<file path="config.mk">
export PLATFORM = sky130hd
export DESIGN_NAME = sipo_deser_flat
export DESIGN_NICKNAME = d
export VERILOG_FILES = /design/src/rtl/deser_pkg.sv /design/src/rtl/sipo_deser_if.sv /design/src/rtl/deser_out_reg.sv /design/src/rtl/sipo_deser.sv /design/src/flat_wrapper.sv
export SDC_FILE = /design/constraint.sdc
export NUM_CORES = 1
export LEC_CHECK = 0
export BUFFER_PORTS_ARGS = -buffer_cell sky130_fd_sc_hd__buf_2
export CORE_MARGIN = 2
export CORE_UTILIZATION = 53
export CTS_BUF_LIST = sky130_fd_sc_hd__clkbuf_2
export DETAILED_ROUTE_END_ITERATION = 10
export PLACE_DENSITY = 0.79
export SKIP_LAST_GASP = 1
export SYNTH_ARGS = -nofsm -noshare
export SYNTH_HDL_FRONTEND = slang
export SYNTH_HIERARCHICAL = 1
export SYNTH_SLANG_ARGS = --single-unit
</file>
<file path="constraint.sdc">
create_clock -name clk -period 2.76 [get_ports clk]
set_clock_uncertainty 0.2 [all_clocks]
set_input_delay 0.414 -clock clk [delete_from_list [all_inputs] [get_ports clk]]
set_output_delay 0.414 -clock clk [all_outputs]
set_load 0.01 [all_outputs]
</file>
<file path="src/rtl/deser_pkg.sv">
// Shared definitions for the serial-in/parallel-out deserializer.
package deser_pkg;

  localparam int DESER_WIDTH_DEF = 8;

  // Width of a counter that holds 0..width-1 bits.
  function automatic int cnt_w(input int width);
    return $clog2(width);
  endfunction

  typedef logic [cnt_w(DESER_WIDTH_DEF)-1:0] cnt_t;

endpackage

</file>
<file path="src/rtl/sipo_deser_if.sv">
// Bit-stream input and word output handshakes of the deserializer.
// master: upstream bit source plus downstream word sink; slave: the deserializer.
interface sipo_deser_if import deser_pkg::*; #(
  parameter int WIDTH = DESER_WIDTH_DEF
) ();

  logic                    bit_in;
  logic                    bit_valid;
  logic                    bit_ready;
  logic                    sync_clr;
  logic [WIDTH-1:0]        word_out;
  logic                    word_valid;
  logic                    word_ready;
  logic [cnt_w(WIDTH)-1:0] bit_count;
  logic                    drop;

  modport master (
    output bit_in, bit_valid, sync_clr, word_ready,
    input  bit_ready, word_out, word_valid, bit_count, drop
  );

  modport slave (
    input  bit_in, bit_valid, sync_clr, word_ready,
    output bit_ready, word_out, word_valid, bit_count, drop
  );

endinterface

</file>
<file path="src/rtl/deser_out_reg.sv">
// Output holding register: keeps one assembled word until downstream takes it.
module deser_out_reg #(
  parameter int WIDTH = 8
) (
  input  logic             clk,
  input  logic             rst,
  input  logic             load,
  input  logic [WIDTH-1:0] din,
  input  logic             ready,
  output logic [WIDTH-1:0] dout,
  output logic             valid
);

  // Load wins over drain so a word completing during delivery keeps valid high.
  always_ff @(posedge clk) begin
    if (rst) begin
      dout  <= '0;
      valid <= 1'b0;
    end else if (load) begin
      dout  <= din;
      valid <= 1'b1;
    end else if (valid && ready) begin
      valid <= 1'b0;
    end
  end

endmodule

</file>
<file path="src/rtl/sipo_deser.sv">
// Serial-in/parallel-out deserializer: accumulates WIDTH bits, then hands the
// word to a holding register with valid/ready; backpressure stalls only the
// last bit of the next word.
module sipo_deser import deser_pkg::*; #(
  parameter int WIDTH     = DESER_WIDTH_DEF,
  parameter bit MSB_FIRST = 1'b1
) (
  input  logic        clk,
  input  logic        rst,
  sipo_deser_if.slave bus
);

  localparam int            CW   = cnt_w(WIDTH);
  localparam logic [CW-1:0] LAST = CW'(WIDTH - 1);

  logic [WIDTH-1:0] shift_p0;
  logic [WIDTH-1:0] shift_next;
  logic [CW-1:0]    cnt_p0;
  logic             drop_p1;
  logic [WIDTH-1:0] word_p1;
  logic             vld_p1;
  logic             at_last;
  logic             ready;
  logic             accept;
  logic             complete;

  if (MSB_FIRST) begin : g_msb
    assign shift_next = {shift_p0[WIDTH-2:0], bus.bit_in};
  end else begin : g_lsb
    assign shift_next = {bus.bit_in, shift_p0[WIDTH-1:1]};
  end

  // The only bit that can be refused is the one that would need the busy holding register.
  assign at_last  = (cnt_p0 == LAST);
  assign ready    = !(at_last && vld_p1 && !bus.word_ready);
  assign accept   = bus.bit_valid && ready && !bus.sync_clr;
  assign complete = accept && at_last;

  // Stage p0: shift register and bit counter; sync_clr discards any bit in flight.
  always_ff @(posedge clk) begin
    if (rst) begin
      shift_p0 <= '0;
      cnt_p0   <= '0;
      drop_p1  <= 1'b0;
    end else begin
      drop_p1 <= bus.sync_clr && (cnt_p0 != '0);
      if (bus.sync_clr) begin
        shift_p0 <= '0;
        cnt_p0   <= '0;
      end else if (accept) begin
        if (at_last) begin
          shift_p0 <= '0;
          cnt_p0   <= '0;
        end else begin
          shift_p0 <= shift_next;
          cnt_p0   <= cnt_p0 + CW'(1);
        end
      end
    end
  end

  // Stage p1: completed word held for the downstream handshake.
  deser_out_reg #(.WIDTH(WIDTH)) u_out (
    .clk   (clk),
    .rst   (rst),
    .load  (complete),
    .din   (shift_next),
    .ready (bus.word_ready),
    .dout  (word_p1),
    .valid (vld_p1)
  );

  assign bus.bit_ready  = ready;
  assign bus.bit_count  = cnt_p0;
  assign bus.word_out   = word_p1;
  assign bus.word_valid = vld_p1;
  assign bus.drop       = drop_p1;

endmodule
</file>
<file path="src/flat_wrapper.sv">
// flat-port wrapper written by rule: the top's interface ports become plain ports
module sipo_deser_flat import deser_pkg::*;
#(
  parameter int WIDTH     = DESER_WIDTH_DEF,
  parameter bit MSB_FIRST = 1'b1
)
  (clk, rst, bus_bit_in, bus_bit_valid, bus_sync_clr, bus_word_ready, bus_bit_ready, bus_word_out, bus_word_valid, bus_bit_count, bus_drop);
  sipo_deser_if #(.WIDTH(WIDTH)) bus_i ();
  input  logic clk;
  input  logic rst;
  input wire logic [$bits(bus_i.bit_in)-1:0] bus_bit_in;
  input wire logic [$bits(bus_i.bit_valid)-1:0] bus_bit_valid;
  input wire logic [$bits(bus_i.sync_clr)-1:0] bus_sync_clr;
  input wire logic [$bits(bus_i.word_ready)-1:0] bus_word_ready;
  output wire logic [$bits(bus_i.bit_ready)-1:0] bus_bit_ready;
  output wire logic [$bits(bus_i.word_out)-1:0] bus_word_out;
  output wire logic [$bits(bus_i.word_valid)-1:0] bus_word_valid;
  output wire logic [$bits(bus_i.bit_count)-1:0] bus_bit_count;
  output wire logic [$bits(bus_i.drop)-1:0] bus_drop;
  assign bus_i.bit_in = bus_bit_in;
  assign bus_i.bit_valid = bus_bit_valid;
  assign bus_i.sync_clr = bus_sync_clr;
  assign bus_i.word_ready = bus_word_ready;
  assign bus_bit_ready = bus_i.bit_ready;
  assign bus_word_out = bus_i.word_out;
  assign bus_word_valid = bus_i.word_valid;
  assign bus_bit_count = bus_i.bit_count;
  assign bus_drop = bus_i.drop;
  sipo_deser #(.WIDTH(WIDTH), .MSB_FIRST(MSB_FIRST)) u_core (.clk(clk), .rst(rst), .bus(bus_i));
endmodule
</file>
# After elaboration in Yosys (flattened, before gate mapping)
# Index checks and enable logic that the tools add are counted.
# classes
addsub	1
eq_ne	1
muxes	4
reduce_logical	13
# op_table
operator	count
1-bit logical AND	7
7-bit 2-to-1 mux	1
3-bit by 1-bit adder with 3-bit output, second input constant	1
3-bit equality test, second input constant	1
1-bit logical NOT	3
3-bit 2-to-1 mux	1
3-bit nonzero test	1
1-bit 2-to-1 mux	2
2-bit nonzero test	1
2-bit OR reduction	1
# word_totals
ff_bits	20
in_bits	6
out_inout_bits	14
word_cells	24

# Longest topological paths before layout
# depth
depth_word	8
ltp_mapped	8
depth_no_buf	6

# By module
# The synthesis kept the hierarchy.
# by_module_without_submodules
module	n_inst	cells_per_inst	area_each_um2	seq_area_each_um2
sipo_deser	1	58	501.7	220.2
deser_out_reg	1	30	321.6	180.2

# Least setup slack after synthesis
# OpenSTA, ideal clock, no wires.
# synth_timing
kind	register to register
startpoint	register u_core.cnt_p0[0] (netlist: u_core/bus.bit_count[0])
endpoint	register u_core.u_out.dout[0]
setup_time_ns	0.117
arrival_ns	1.695
required_ns	2.443
slack_ns	0.748
stages_incl_launch_ff	9
n_path_buf	2
period_less_slack_ns	2.012
path_cell_list	dfxtp_1 > ha_1 > ha_1 > and3b_4 > buf_6 > nor3b_1 > buf_6 > mux2i_1 > nor2_1
# synth_via
elab_chain_cells	7
# synth_rtl
item	line_no	text
start: declaration	sipo_deser.sv:18	logic [CW-1:0] cnt_p0;
start signal: assignment	sipo_deser.sv:56	cnt_p0 <= cnt_p0 + CW'(1);
3-bit equality test *	sipo_deser.sv:34	assign at_last = (cnt_p0 == LAST);
1-bit logical AND (2 in a row)	sipo_deser.sv:35	assign ready = !(at_last && vld_p1 && !bus.word_ready);
1-bit logical NOT	sipo_deser.sv:35	
1-bit logical AND (2 in a row)	sipo_deser.sv:36	assign accept = bus.bit_valid && ready && !bus.sync_clr;
1-bit logical AND *	sipo_deser.sv:37	assign complete = accept && at_last;
named net u_core.complete	sipo_deser.sv:25	logic complete;
end signal: assignment	deser_out_reg.sv:20	dout <= din;
end: declaration	deser_out_reg.sv:10	output logic [WIDTH-1:0] dout,
# Mark *: on every way through the listed nets, which the timed path passes. The rest lies on a longest branch.
# A chain may end at the register's enable or synchronous reset.

# Worst setup path in the final report
# layout_timing
startpoint	register u_core.cnt_p0[0] (netlist: u_core/bus.bit_count[0])
endpoint	output bus_bit_ready
# layout_via
elab_chain_cells	4
# layout_rtl
item	line_no	text
3-bit equality test	sipo_deser.sv:34	
1-bit logical AND (2 in a row)	sipo_deser.sv:35	
1-bit logical NOT	sipo_deser.sv:35	
end: declaration	flat_wrapper.sv:15	output wire logic [$bits(bus_i.bit_ready)-1:0] bus_bit_ready;
# Every way passes these cells.

==> impl_metrics.env <==
export IMPL_status="complete, no violations"
export IMPL_timing_rr_end="u_core/u_out/dout[1]$_SDFFE_PP0P_"
export IMPL_path_class="flip-flop to output pin"
export IMPL_hold_end="u_core/shift_p0[0]$_SDFFE_PP0P_"
export IMPL_clkPwrFrac=0.262
export IMPL_ctsHtreeMaxLevel=1
export IMPL_rsz0062_at_grt="false"
export IMPL_worstPathArrival_ps=1540
export IMPL_vdd_drop_max_mv=0.246
export IMPL_num_fill_cells=124
export IMPL_first_global_vias=533
export IMPL_yosysSeqAreaShare=0.486
export IMPL_postRouteWirelength_mm=1.42
export IMPL_worstHoldStart="bus_bit_in"
export IMPL_internal_power_w=0.000327
export IMPL_drt_iter0_markers=18
export IMPL_gp_congestion=0.778
export IMPL_drv_cap=0
export IMPL_synth_area_um2=823
export IMPL_postCtsSetupBuffers=0
export IMPL_clock_path_buffers=2
export IMPL_initial_core_util=0.553
export IMPL_cts_buffers=3
export IMPL_hold_buffers=0
export IMPL_start_kind="flip-flop"
export IMPL_slew_headroom=0.675
export IMPL_ff2ff_setup_slack_ps=730
export IMPL_core_um2=1490
export IMPL_crit_fanout=14
export IMPL_hold_depth=3
export IMPL_cp_end_kind="output pin"
export IMPL_root_buffer="clkbuf_2"
export IMPL_power_density_nw_per_um2=457
export IMPL_clkTransAtPathRegs_ps=180
export IMPL_r2r_start="u_core/bus.bit_count[0]$_SDFFE_PP0P_"
export IMPL_fmax_mhz=463
export IMPL_synth_distinct_cells=21
export IMPL_die_area_um2=1880
export IMPL_fin_crit_ps=2160
export IMPL_cts_tree="yes"
export IMPL_die_w_um=43.4
export IMPL_hold_violations=0
export IMPL_place_hpwl_mm=1.01
export IMPL_final_setup_viol_count=0
export IMPL_p_seq_frac=0.690
export IMPL_syn_mean_instance_area_um2=9.36
export IMPL_multi_input_area_um2=369
export IMPL_vias=638
export IMPL_syn_nets=97
export IMPL_syn_to_final_growth_pct=12.0
export IMPL_hold_path_class="primary input to flip-flop"
export IMPL_dp_cells=119
export IMPL_final_max_slew_violation_count=0
export IMPL_io_pin_count=20
export IMPL_drc=0
export IMPL_fin_setup_tns_ps=0
export IMPL_clk_latency_ps=290
export IMPL_port_buffers=19
export IMPL_tightest_slew_ps=486
export IMPL_final_cell_mix="dfxtp_1, buf_2, nand2_1, a21oi_1, nor2_1"
export IMPL_regArea_um2=400
export IMPL_grt_pass1_wl_mm=2.38
export IMPL_cts_sinks=20
export IMPL_layout_drive_gt1_share=0.245
export IMPL_combinationalPowerShare=0.048
export IMPL_antenna_left=0
export IMPL_instances_no_fill=122
export IMPL_hold_ws_ps=154
export IMPL_ff2ff_path_depth=7
export IMPL_p_leak_nw=0.366
export IMPL_p_sw_frac=0.225
export IMPL_antenna_cells=0
export IMPL_viasPerCell=5.23
export IMPL_syn_inst=88
export IMPL_ys_ff_latch=20
export IMPL_grtUsageTotal=0.166
export IMPL_finalCritPeriodShare=0.782
export IMPL_grt_ovfl_total=0
export IMPL_fin_nets=117
export IMPL_fp_dieH_um=43.4
export IMPL_yosysWarnings=6
export IMPL_firstDrtPassIters=4
export IMPL_grt_max_degree=15
export IMPL_final_common_cell="dfxtp_1"
export IMPL_ctsResizeCount=0
export IMPL_routedWlPerCell_um=11.6
export IMPL_required_ps=2150
export IMPL_antenna_found_initial=0
export IMPL_core_rowCount=14
export IMPL_p_sw_w=0.0000948
-- power groups by stage --
stage	sequential, W	combinational [W]	clock (W)
3_3_place_gp	0.000297	0.0000198	0
5_1_grt	0.000291	0.0000223	0.000125
6_report	0.000291	0.0000203	0.000110
2_1_floorplan	0.000297	0.0000129	0
3_5_place_dp	0.000297	0.0000204	0
4_1_cts	0.000291	0.0000203	0.000114
-- state kept, by name, summed over array words and instances (netlist names) --
signal,flops
u_core/bus.bit_count,3
u_core/bus.drop,1
u_core/shift_p0,7
u_core/u_out/dout,8
u_core/u_out/valid,1
-- layout make-up --
cell class | instances | share of cell area
Clock buffer | 3 | 0.0163
Inverter | 4 | 0.0163
Multi-Input combinational cell | 59 | 0.400
Sequential cell | 20 | 0.434
Tap cell | 16 | 0.0217
Timing Repair Buffer | 20 | 0.111
-- routing by layer --
layer	GRT usage	part of all wire
met1	0.236	0.49
met2	0.242	0.45
met3	0.0375	0.054
met4	0.0727	0.0056
met5	0	0
-- synthesized netlist by cell type --
cell type / instances / area (um2)
clkbuf_2: 1 / 5.00
or2_2: 1 / 6.26
nor3b_1: 2 / 15.0
ha_1: 3 / 37.5
o211ai_1: 2 / 15.0
nand2_1: 10 / 37.5
nor2_1: 9 / 33.8
buf_6: 2 / 22.5
mux2i_1: 8 / 80.1
clkbuf_1: 1 / 3.75
nor3b_2: 1 / 12.5
nor2b_1: 1 / 6.26
o31ai_1: 2 / 15.0
dfxtp_1: 20 / 400
a21oi_1: 9 / 45.0
o21ai_0: 6 / 30.0
and3b_4: 1 / 12.5
buf_4: 1 / 7.51
o21ai_1: 2 / 10.0
nand2b_1: 2 / 12.5
inv_1: 4 / 15.0
-- worst max path at each step --
stage                                         start                                 to  slack [ps]  depth (start not counted)
3_3_place_gp   u_core/bus.bit_count[0]$_SDFFE_PP0P_  u_core/u_out/dout[1]$_SDFFE_PP0P_         810                          7
6_report       u_core/bus.bit_count[0]$_SDFFE_PP0P_                      bus_bit_ready         600                          5
3_5_place_dp   u_core/bus.bit_count[0]$_SDFFE_PP0P_  u_core/u_out/dout[1]$_SDFFE_PP0P_         750                          7
4_1_cts        u_core/bus.bit_count[1]$_SDFFE_PP0P_                      bus_bit_ready         600                          5
5_1_grt        u_core/bus.bit_count[0]$_SDFFE_PP0P_                      bus_bit_ready         480                          5
2_1_floorplan  u_core/bus.bit_count[0]$_SDFFE_PP0P_  u_core/u_out/dout[0]$_SDFFE_PP0P_         750                          8
-- cell families (layout without fill, tap and decap cells) --
logic type | Yosys count | in the layout | synth area share
muxes | 8 | 8 | 0.0973
adders and majority gates | 3 | 3 | 0.0456
buffers and inverters | 9 | 27 | 0.0653
AOI/OAI and AO/OA | 21 | 21 | 0.140
and+or+nand+nor | 27 | 27 | 0.166
DFF | 20 | 20 | 0.486
-- stage by stage --
| stage | total power, W | utilization | cell area, um2 | worst slack [ps] |
|---|---|---|---|---|
| after detailed placement | 0.000317 | 0.609 | 907 | 750 |
| after floorplan | 0.000310 | - | 823 | 748 |
| after global routing | 0.000438 | 0.619 | 922 | 480 |
| final | 0.000422 | 0.619 | 922 | 602 |
| after CTS | 0.000426 | 0.619 | 922 | 595 |
| after global placement | 0.000317 | 0.609 | 907 | 815 |
-- critical path, stage by stage (launching register included) --
cell,delay [ps]
dfxtp_1,410
ha_1,160
ha_1,190
and3b_4,310
inv_1,50
buf_2,130
Note: power is estimated with default switching activity, not from simulation.
